--- src/rtl/mac_pe.sv ---
// mac_pe -- sign-magnitude multiply-accumulate processing element for a
// weight-stationary systolic CNN array.
//
// Each PE holds one weight loaded through a daisy-chained prefetch path,
// multiplies the incoming activation by that weight and adds the product to
// the partial sum arriving from the upstream PE.
//
// Ports:
//   clk      in   clock, all state updates on the rising edge
//   rst      in   synchronous active-high reset
//   A_en     in   activation valid, triggers one MAC
//   A_ready  out  registered copy of A_en
//   A_in     in   activation, sign + Q7.8 magnitude
//   A_out    out  registered activation forwarded to the neighbouring PE
//   W_en     in   weight-chain valid
//   W_ready  out  weight register loaded
//   W_in     in   weight-chain input, sign + Q1.6 magnitude
//   W_out    out  weight-chain output to the next PE (combinational pass-through)
//   P_in     in   upstream partial sum, sign + Q25.14 magnitude
//   P_out    out  registered partial sum
//
// Configuration macro: MAC_SATURATION_EN
//   defined   -> result magnitudes above the format range clamp to full scale
//   undefined -> result magnitude wraps modulo 2^(P_BITWIDTH-1)

module mac_pe #(
  parameter int A_BITWIDTH = 16,
  parameter int W_BITWIDTH = 8,
  parameter int P_BITWIDTH = 40
) (
  input  logic                  clk,
  input  logic                  rst,
  input  logic                  A_en,
  output logic                  A_ready,
  input  logic [A_BITWIDTH-1:0] A_in,
  output logic [A_BITWIDTH-1:0] A_out,
  input  logic                  W_en,
  output logic                  W_ready,
  input  logic [W_BITWIDTH-1:0] W_in,
  output logic [W_BITWIDTH-1:0] W_out,
  input  logic [P_BITWIDTH-1:0] P_in,
  output logic [P_BITWIDTH-1:0] P_out
);

  // Magnitude widths of each operand and of the product.
  localparam int AM    = A_BITWIDTH - 1;
  localparam int WM    = W_BITWIDTH - 1;
  localparam int PM    = P_BITWIDTH - 1;
  localparam int PRODW = AM + WM;
  // One extra bit over the partial sum so the sum of two full-scale
  // magnitudes of either sign is representable in two's complement.
  localparam int TCW   = P_BITWIDTH + 1;

  localparam logic [TCW-1:0] TC_ONE = {{(TCW-1){1'b0}}, 1'b1};

  logic [W_BITWIDTH-1:0] weight_r;
  logic                  w_ready_r;
  logic                  a_ready_r;
  logic [A_BITWIDTH-1:0] a_out_r;
  logic [P_BITWIDTH-1:0] p_out_r;

  logic [PRODW-1:0]      prod_mag_s;
  logic [PM-1:0]         prod_ext_s;
  logic                  prod_sign_s;
  logic [TCW-1:0]        sum_s;
  logic [P_BITWIDTH-1:0] mac_result_s;
  logic                  load_s;

  // Sign-magnitude to two's complement; a negative zero maps to zero.
  function automatic logic [TCW-1:0] sm_to_tc(input logic sign,
                                               input logic [PM-1:0] mag);
    logic [TCW-1:0] ext;
    ext = {2'b00, mag};
    return sign ? (~ext + TC_ONE) : ext;
  endfunction

  // Two's complement back to sign-magnitude, with range handling and
  // zero normalization (a zero magnitude is always reported as positive).
  function automatic logic [P_BITWIDTH-1:0] tc_to_sm(input logic [TCW-1:0] sum);
    logic           sign;
    logic [TCW-1:0] abs_val;
    logic [PM-1:0]  mag;
    sign    = sum[TCW-1];
    abs_val = sign ? (~sum + TC_ONE) : sum;
`ifdef MAC_SATURATION_EN
    // Any bit above the magnitude field means the result is out of range.
    mag = (|abs_val[TCW-1:PM]) ? {PM{1'b1}} : abs_val[PM-1:0];
`else
    mag = abs_val[PM-1:0];
`endif
    return {sign & (|mag), mag};
  endfunction

  // MAC datapath: product of magnitudes, signed add, conversion back.
  always_comb begin
    prod_mag_s   = {{WM{1'b0}}, A_in[AM-1:0]} * {{AM{1'b0}}, weight_r[WM-1:0]};
    prod_ext_s   = {{(PM-PRODW){1'b0}}, prod_mag_s};
    prod_sign_s  = A_in[AM] ^ weight_r[WM];
    sum_s        = sm_to_tc(P_in[PM], P_in[PM-1:0]) + sm_to_tc(prod_sign_s, prod_ext_s);
    mac_result_s = tc_to_sm(sum_s);
    load_s       = W_en & ~w_ready_r;
  end

  // Pipeline registers and the one-shot weight load.
  always_ff @(posedge clk) begin
    if (rst) begin
      weight_r  <= {W_BITWIDTH{1'b0}};
      w_ready_r <= 1'b0;
      a_ready_r <= 1'b0;
      a_out_r   <= {A_BITWIDTH{1'b0}};
      p_out_r   <= {P_BITWIDTH{1'b0}};
    end else begin
      a_ready_r <= A_en;
      if (A_en) begin
        a_out_r <= A_in;
        p_out_r <= mac_result_s;
      end
      // The MAC above reads weight_r before this update takes effect.
      if (load_s) begin
        weight_r  <= W_in;
        w_ready_r <= 1'b1;
      end
    end
  end

  assign A_ready = a_ready_r;
  assign A_out   = a_out_r;
  assign P_out   = p_out_r;
  assign W_ready = w_ready_r;
  // Once loaded, this PE forwards the chain so later weights reach the next PE.
  assign W_out   = w_ready_r ? W_in : {W_BITWIDTH{1'b0}};

endmodule

--- config.mk ---
export PLATFORM = sky130hd
export DESIGN_NAME = mac_pe
export DESIGN_NICKNAME = d
export VERILOG_FILES = /design/src/rtl/mac_pe.sv
export SDC_FILE = /design/constraint.sdc
export NUM_CORES = 1
export LEC_CHECK = 0
export CAP_MARGIN = 20
export CORE_ASPECT_RATIO = 1.25
export CORE_UTILIZATION = 33
export CTS_CLUSTER_SIZE = 16
export DETAILED_ROUTE_END_ITERATION = 8
export MAX_ROUTING_LAYER = met4
export PLACE_DENSITY = 0.57
export SYNTH_ARGS = -nofsm -noshare
export SYNTH_HDL_FRONTEND = slang
export SYNTH_SLANG_ARGS = --single-unit
--- constraint.sdc ---
create_clock -name clk -period 13.3 [get_ports clk]
set_clock_uncertainty 0.05 [all_clocks]
set_input_delay 1.995 -clock clk [delete_from_list [all_inputs] [get_ports clk]]
set_output_delay 1.995 -clock clk [all_outputs]
set_load 0.005 [all_outputs]
After elaboration in Yosys (flattened, before gate mapping)
Cells that the tools add are included.

Register bits after elaboration: 66. Input bits: 68. Output and inout port bits: 66. Logic and storage cells: 22.

$add $sub $neg: 4. Multipliers: 1. Mux-type cells: 4. Bitwise operators: 7. Reductions and logical operators: 1.

Operators by type and width (number): adder 41 x 1 -> 41 bit, second input constant (2); two-way mux 41 bit (2); adder 41 bit (1); inverter 22 -> 41 bit (1); inverter 39 -> 41 bit (1); adder 39 x 1 -> 39 bit, second input constant (1); two-way mux 39 bit (1); inverter 39 bit (1); OR reduction 39 bit (1); multiplier 15 x 7 -> 22 bit (1); two-way mux 8 bit (1); AND 1 bit (2); inverter 1 bit (1); XOR 1 bit (1).

Depth between registers and ports, before layout
Gate-level depths: netlist of run 1.

Depth in word-level cells: 10. Mapped depth: 42. Gate-level depth less buffers: 37.

Worst setup path before layout of run 1
Ideal clock, no wire load.

Path kind: input -> register. Start point: in A_in[1]. End point: reg p_out_r[39], in the netlist P_out[39]. Library setup time: 137 ps. Arrival: 10180 ps. Data required time: 13113 ps. Slack: 2933 ps. Cell stages on the path: 34. Path buffers: 3. Path through: and2_1 > fa_1 > fa_1 > fa_1 > inv_1 > fa_1 > inv_1 > ha_1 > clkbuf_1 > o211a_1 > o31ai_1 > a211oi_1 > or2_2 > o211ai_1 > and3_1 > clkbuf_1 > nand2_1 > nand2_1 > o21ai_0 > ha_1 > clkbuf_1 > a211oi_1 > nor2_1 > or4_1 > o31ai_1 > a31oi_1 > xor2_1 > or4_1 > or4b_1 > o21ai_0 > xnor2_1 > nand4_1 > nor4_2 > a41oi_1.

Cells in the longest elaborated chain, start to end: 10.

Ends and longest elaborated chain: start: declaration (line 35) `input logic [A_BITWIDTH-1:0] A_in,`; multiplier 15 x 7 -> 22 bit (*) (line 96) `prod_mag_s = {{WM{1'b0}}, A_in[AM-1:0]} * {{AM{1'b0}}, weight_r[WM-1:0]};`; inverter 22 -> 41 bit (line 74) `return sign ? (~ext + TC_ONE) : ext;`; adder 41 x 1 -> 41 bit (line 74); two-way mux 41 bit (*) (line 74); adder 41 bit (*) (line 99) `sum_s = sm_to_tc(P_in[PM], P_in[PM-1:0]) + sm_to_tc(prod_sign_s, prod_ext_s);`; inverter 39 bit (line 84) `abs_val = sign ? (~sum + TC_ONE) : sum;`; adder 39 x 1 -> 39 bit (line 84); two-way mux 39 bit (line 84); OR reduction 39 bit (line 91) `return {sign & (|mag), mag};`; AND 1 bit (*) (line 91); end signal: assignment (line 111) `p_out_r <= {P_BITWIDTH{1'b0}};`; end signal: assignment (line 116) `p_out_r <= mac_result_s;`; end: declaration (line 60) `logic [P_BITWIDTH-1:0] p_out_r;`.

Mark *: on every way between the ends. The rest lies on a longest branch, timed or not. A chain may end at the register's enable or synchronous reset.

Final worst setup path of run 1
Start point: in A_in[2]. End point: reg p_out_r[39], in the netlist P_out[39].

The elaborated chain is that of the path after synthesis.

==> results of run 1 <==
stage by stage:
stage                     std cells  setup WS (ns)  area, sq um   util
after floorplan                1561           2.93        11700      -
after global placement         2100          0.929        13500  0.388
after detailed placement       2100          0.776        13500  0.388
after CTS                      2116           1.12        13800  0.396
after global routing           2119          0.372        13800  0.397
final                          2119           1.15        13800  0.397
state kept, by name, summed over array words and instances (netlist names):
signal,count
P_out,40
A_out,16
weight_r,8
A_ready,1
W_ready,1
critical path: cells and delay by family:
kind / cells / cell delay (ns)
compound gates: 13 / 3.66
xor+xnor: 1 / 0.48
fa+ha+maj: 6 / 2.94
buf+inv: 3 / 0.64
simple gates: 11 / 2.57
final cells by class:
class	count	area [sq um]
Clock inverter	6	63.8
Antenna cell	2	5.00
Multi-Input combinational cell	1330	9790
Inverter	91	342
Fill cell	3652	20900
Sequential cell	66	1320
Clock buffer	10	239
Tap cell	468	586
Timing Repair Buffer	146	1420
power by group:
group | switching [mW] | internal (mW)
Clock | 0.101 | 0.150
Combinational | 0.902 | 0.578
Sequential | 0.0239 | 0.235
logic make-up after synthesis:
logic type               synth area share
AO/OA/AOI/OAI                       0.244
XOR/XNOR                           0.0962
adder cells (fa/ha/maj)             0.199
buffers and inverters              0.0534
flip-flops                          0.113
multiplexers                       0.0325
AND/OR/NAND/NOR                     0.262
layout by cell type, fill, tap and decap left out, types with 12 or more instances in the layout:
| cell | Yosys | layout |
|---|---|---|
| nand2_1 | 148 | 148 |
| nor2_1 | 147 | 147 |
| clkdlybuf4s50_1 | 0 | 131 |
| inv_1 | 91 | 91 |
| xnor2_1 | 91 | 90 |
| and2_1 | 86 | 86 |
| ha_1 | 83 | 83 |
| o21ai_0 | 82 | 82 |
| a21oi_1 | 77 | 77 |
| dfxtp_1 | 66 | 66 |
| fa_1 | 65 | 65 |
| a211oi_1 | 49 | 49 |
| mux2i_1 | 37 | 37 |
| xor2_1 | 36 | 36 |
| nand3_1 | 34 | 34 |
| nor3_1 | 29 | 29 |
| a21o_1 | 29 | 29 |
| or2_2 | 23 | 23 |
| o31ai_1 | 23 | 23 |
| o211ai_1 | 20 | 20 |
| nand4_1 | 18 | 18 |
| nor4_1 | 17 | 17 |
| a31oi_1 | 17 | 17 |
| nand2b_1 | 16 | 16 |
| or4_1 | 15 | 15 |
| nor2b_1 | 15 | 15 |
| buf_4 | 0 | 14 |
| or3_1 | 12 | 12 |
layer usage:
layer / part of all wire / global-route usage / vias up
met2: 0.52 / 0.371 / 214
li1: - / - / 5765
met5: 0 / - / -
met4: 0.025 / 0.0631 / 0
met3: 0.030 / 0.0243 / 45
met1: 0.42 / 0.231 / 5508
final timing paths:
kind / startpoint / depth (start not counted) / end
worst max-delay path: A_in[2] / 34 / P_out[39]
worst min-delay path: P_out[22] / 2 / P_out[22]
worst max register to register: weight_r[5] / 33 / P_out[39]
worst min register to register: P_out[22] / 2 / P_out[22]
==> results.yml, run 1 <==
run_status:
  outcome: "finished clean"
power_and_ir_drop:
  power_density_mw_per_mm2: 145
  power_mw: 1.99
  ir_worst_vdd_uv: 85.0
  p_leak_nw: 5.66
worst_setup_path:
  r2r_slack_ns: 2.71
  cp_data_required_time_ns: 13.45
  end_kind: "register"
  start_kind: "input pin"
  critical_path_arrival_ns: 12.30
  crit_type: "input pin to register"
  critPathMaxStageDelay_ns: 0.62
  crit_fanout: 11
  slowest_stage: "nor4_1"
global_route:
  grt_pass1_wl_um: 57800
  grt_usage: 0.204
  grt_max_degree: 68
  antenna_found_initial: 2
  grt_pass1_vias: 11000
  grt-ovfl-total: 0
timing:
  finalCriticalPeriod_ns: 12.15
  timing.hold.ws_ns: 0.427
  finalSetupTns_ns: 0
  drv_slew: 0
  slew_headroom: 0.405
  fmax_mhz: 82.3
  worstMarginPinSlew_ns: 0.884
  hold_viol: 0
  fin_crit_sh: 0.913
  setup_viol: 0
  rsz0062_at_grt: "no"
clock_network:
  tritoncts: "built"
  h-tree-depth: 3
  cts_sinks: 66
  clk_latency_ns: 0.34
  cts_root_buf: "clkbuf_16"
  cts_max_path_buffers: 2
  numCtsBuffers: 9
  cts_setup_buffers: 0
  cts.repair.resized: 0
  cts_hold_buf: 0
  cts.clk_slew.worst_paths_ns: 0.06
floorplan:
  die_h_um: 213
  die-area_sq_mm: 0.0363
  ios: 134
  start_util: 0.338
  rows: 76
  core-area_sq_mm: 0.0347
  die_w_um: 171
detailed_routing:
  via_count: 11500
  wl_per_cell_um: 17.0
  ant_nets: 0
  drc_errors: 0
  vias_per_cell: 5.44
  wl_um: 36000
  drt_iter0_drc: 573
  drtPass1Iterations: 5
synth:
  yosys.area.top_type: "dfxtp_1"
  yosysWarnings: 0
  ys_seq_area_frac: 0.113
  synth_nets: 1777
  async_reset_ff_frac: 0
  synth_top_area_share: 0.113
  syn_area_sq_mm: 0.0117
  synth_cell_type_count: 82
  post-synth-top-count-cell: "nand2_1"
  postSynthCellCount: 1561
  synthTopCellsByArea: "dfxtp_1, fa_1, ha_1"
  synth.ff_latch_count: 66
  syn_avg_cell_area_sq_um: 7.51
  yosys-top-cells-count: "nand2_1, nor2_1, inv_1, xnor2_1, and2_1"
  synth_edf_count: 0
  ys.flop_type: "dfxtp_1"
finish:
  syn_to_final_growth_pct: 17.4
  drive_gt1_frac: 0.0491
  fin_nets: 1860
worst_hold_path:
  hp-class: "register to register"
placed_design:
  dp_hpwl_um: 29700
  gp_congestion: 0.900
  port-buffer-count: 133
job:
  max_cap_viol_count: 0
Power figures use the tool's default switching activity.
==> run 2, diff against run 1 <==
--- a/config.mk
+++ b/config.mk
@@ -5,13 +5,14 @@
 export SDC_FILE = /design/constraint.sdc
 export NUM_CORES = 1
 export LEC_CHECK = 0
-export CAP_MARGIN = 20
+export CAP_MARGIN = 30
 export CORE_ASPECT_RATIO = 1.25
 export CORE_UTILIZATION = 33
 export CTS_CLUSTER_SIZE = 16
 export DETAILED_ROUTE_END_ITERATION = 8
 export MAX_ROUTING_LAYER = met4
 export PLACE_DENSITY = 0.57
+export SKIP_CTS_REPAIR_TIMING = 1
 export SYNTH_ARGS = -nofsm -noshare
 export SYNTH_HDL_FRONTEND = slang
 export SYNTH_SLANG_ARGS = --single-unit
==> run 2 against run 1 <==
- critical path type unchanged
- clock power barely moved
- core utilization hardly changed
- via count decreased by 0.42%
==> results.yml, run 2 (same netlist as run 1, synthesis figures left out) <==
clock_network:
  cts_max_path_buffers: 2
  numCtsBuffers: 9
  h-tree-depth: 3
  clk_latency_ns: 0.34
  cts_root_buf: "clkbuf_16"
  tritoncts: "built"
  cts_sinks: 66
  cts.clk_slew.worst_paths_ns: 0.06
worst_setup_path:
  critPathMaxStageDelay_ns: 0.70
  start_kind: "input pin"
  crit_fanout: 21
  end_kind: "register"
  r2r_slack_ns: 2.74
  slowest_stage: "nor4_2"
  startpoint: "A_in[2]"
  critical_path_arrival_ns: 12.29
  cp_data_required_time_ns: 13.45
  crit_path_end: "P_out[39]"
  reg2reg_depth: 36
  r2r_start: "weight_r[6]"
  timing.rr.end: "P_out[39]"
  crit_type: "input pin to register"
floorplan:
  ios: 134
  die_w_um: 171
  core-area_sq_mm: 0.0347
  start_util: 0.338
  die-area_sq_mm: 0.0363
  rows: 76
  die_h_um: 213
detailed_routing:
  vias_per_cell: 5.42
  wl_um: 36000
  drt_iter0_drc: 591
  drc_errors: 0
  ant_nets: 0
  via_count: 11500
  wl_per_cell_um: 17.0
  drtPass1Iterations: 5
timing:
  slew_headroom: 0.392
  timing.hold.ws_ns: 0.423
  rsz0062_at_grt: "no"
  worstMarginPinSlew_ns: 0.904
  finalCriticalPeriod_ns: 12.14
  drv_slew: 0
  fmax_mhz: 82.3
  hold_viol: 0
  setup_viol: 0
  finalSetupTns_ns: 0
  setup_ws_ns: 1.16
  fin_crit_sh: 0.913
power_and_ir_drop:
  power_density_mw_per_mm2: 145
  power_mw: 1.99
  ir_worst_vdd_uv: 71.6
  p_leak_nw: 5.66
finish:
  fin_nets: 1860
  mostFrequentLayoutCell: "nand2_1"
  fillers: 3627
  syn_to_final_growth_pct: 17.4
  fin_util: 0.397
  largest_register_ffs: 40
  layout_common_cells: "nand2_1, nor2_1, clkdlybuf4s50_1, inv_1, xnor2_1"
  drive_gt1_frac: 0.0491
global_route:
  grt_pass1_wl_um: 57800
  grt_usage: 0.204
  antenna_found_initial: 3
  grt-ovfl-total: 0
  grt_max_degree: 68
  grt_pass1_vias: 11000
placed_design:
  port-buffer-count: 133
  gp_congestion: 0.900
  dp_hpwl_um: 29700
  place_worst_setup_slack_ns: 0.838
job:
  max_cap_viol_count: 0
worst_hold_path:
  hp-start: "P_out[22]"
  hp-class: "register to register"
run_status:
  outcome: "finished clean"
[run 2: worst min path at each step]
stage / end / slack (ns) / cells past startpoint
finish: P_out[22] / 0.42 / 2
global route: P_out[23] / 0.44 / 2
CTS: P_out[22] / 0.43 / 2
detailed placement: P_out[22] / 0.42 / 2
global placement: P_out[25] / 0.41 / 2
floorplan: P_out[22] / 0.41 / 2
[run 2: per-layer routing]
layer / routed length [um] / up-vias / GRT usage
met5: 0 / - / -
met2: 18900 / 190 / 0.371
met1: 15400 / 5470 / 0.235
met4: 854 / 0 / 0.0587
li1: - / 5771 / -
met3: 904 / 53 / 0.0228
[run 2: per-stage QoR]
step                area, sq um  std cells
floorplan                 11700       1561
global placement          13500       2100
detailed placement        13500       2101
CTS                       13800       2117
global route              13800       2120
finish                    13800       2120
[run 2: cell type report]
class | instances | area, sq um | area share
inverters | 91 | 342 | 0.0248
multi-input cells | 1330 | 9790 | 0.711
repair buffers | 146 | 1420 | 0.103
clock buffers | 10 | 239 | 0.0174
diodes | 3 | 7.51 | 0.000545
well taps | 468 | 586 | 0.0425
clock inverters | 6 | 63.8 | 0.00463
flip-flops and latches | 66 | 1320 | 0.0960
[run 2: worst max-delay path: cells and delay by family]
kind,cells,cell delay (ns)
AOI/OAI and AO/OA,13,3.26
adders and majority gates,6,3.06
buffers and inverters,5,1.08
and+or+nand+nor,12,2.87
[run 2: power by group]
part	internal (mW)	total, mW	switching (mW)
clock	0.150	0.252	0.101
combinational	0.578	1.48	0.904
sequential	0.235	0.259	0.0239
total	0.963	1.99	1.03
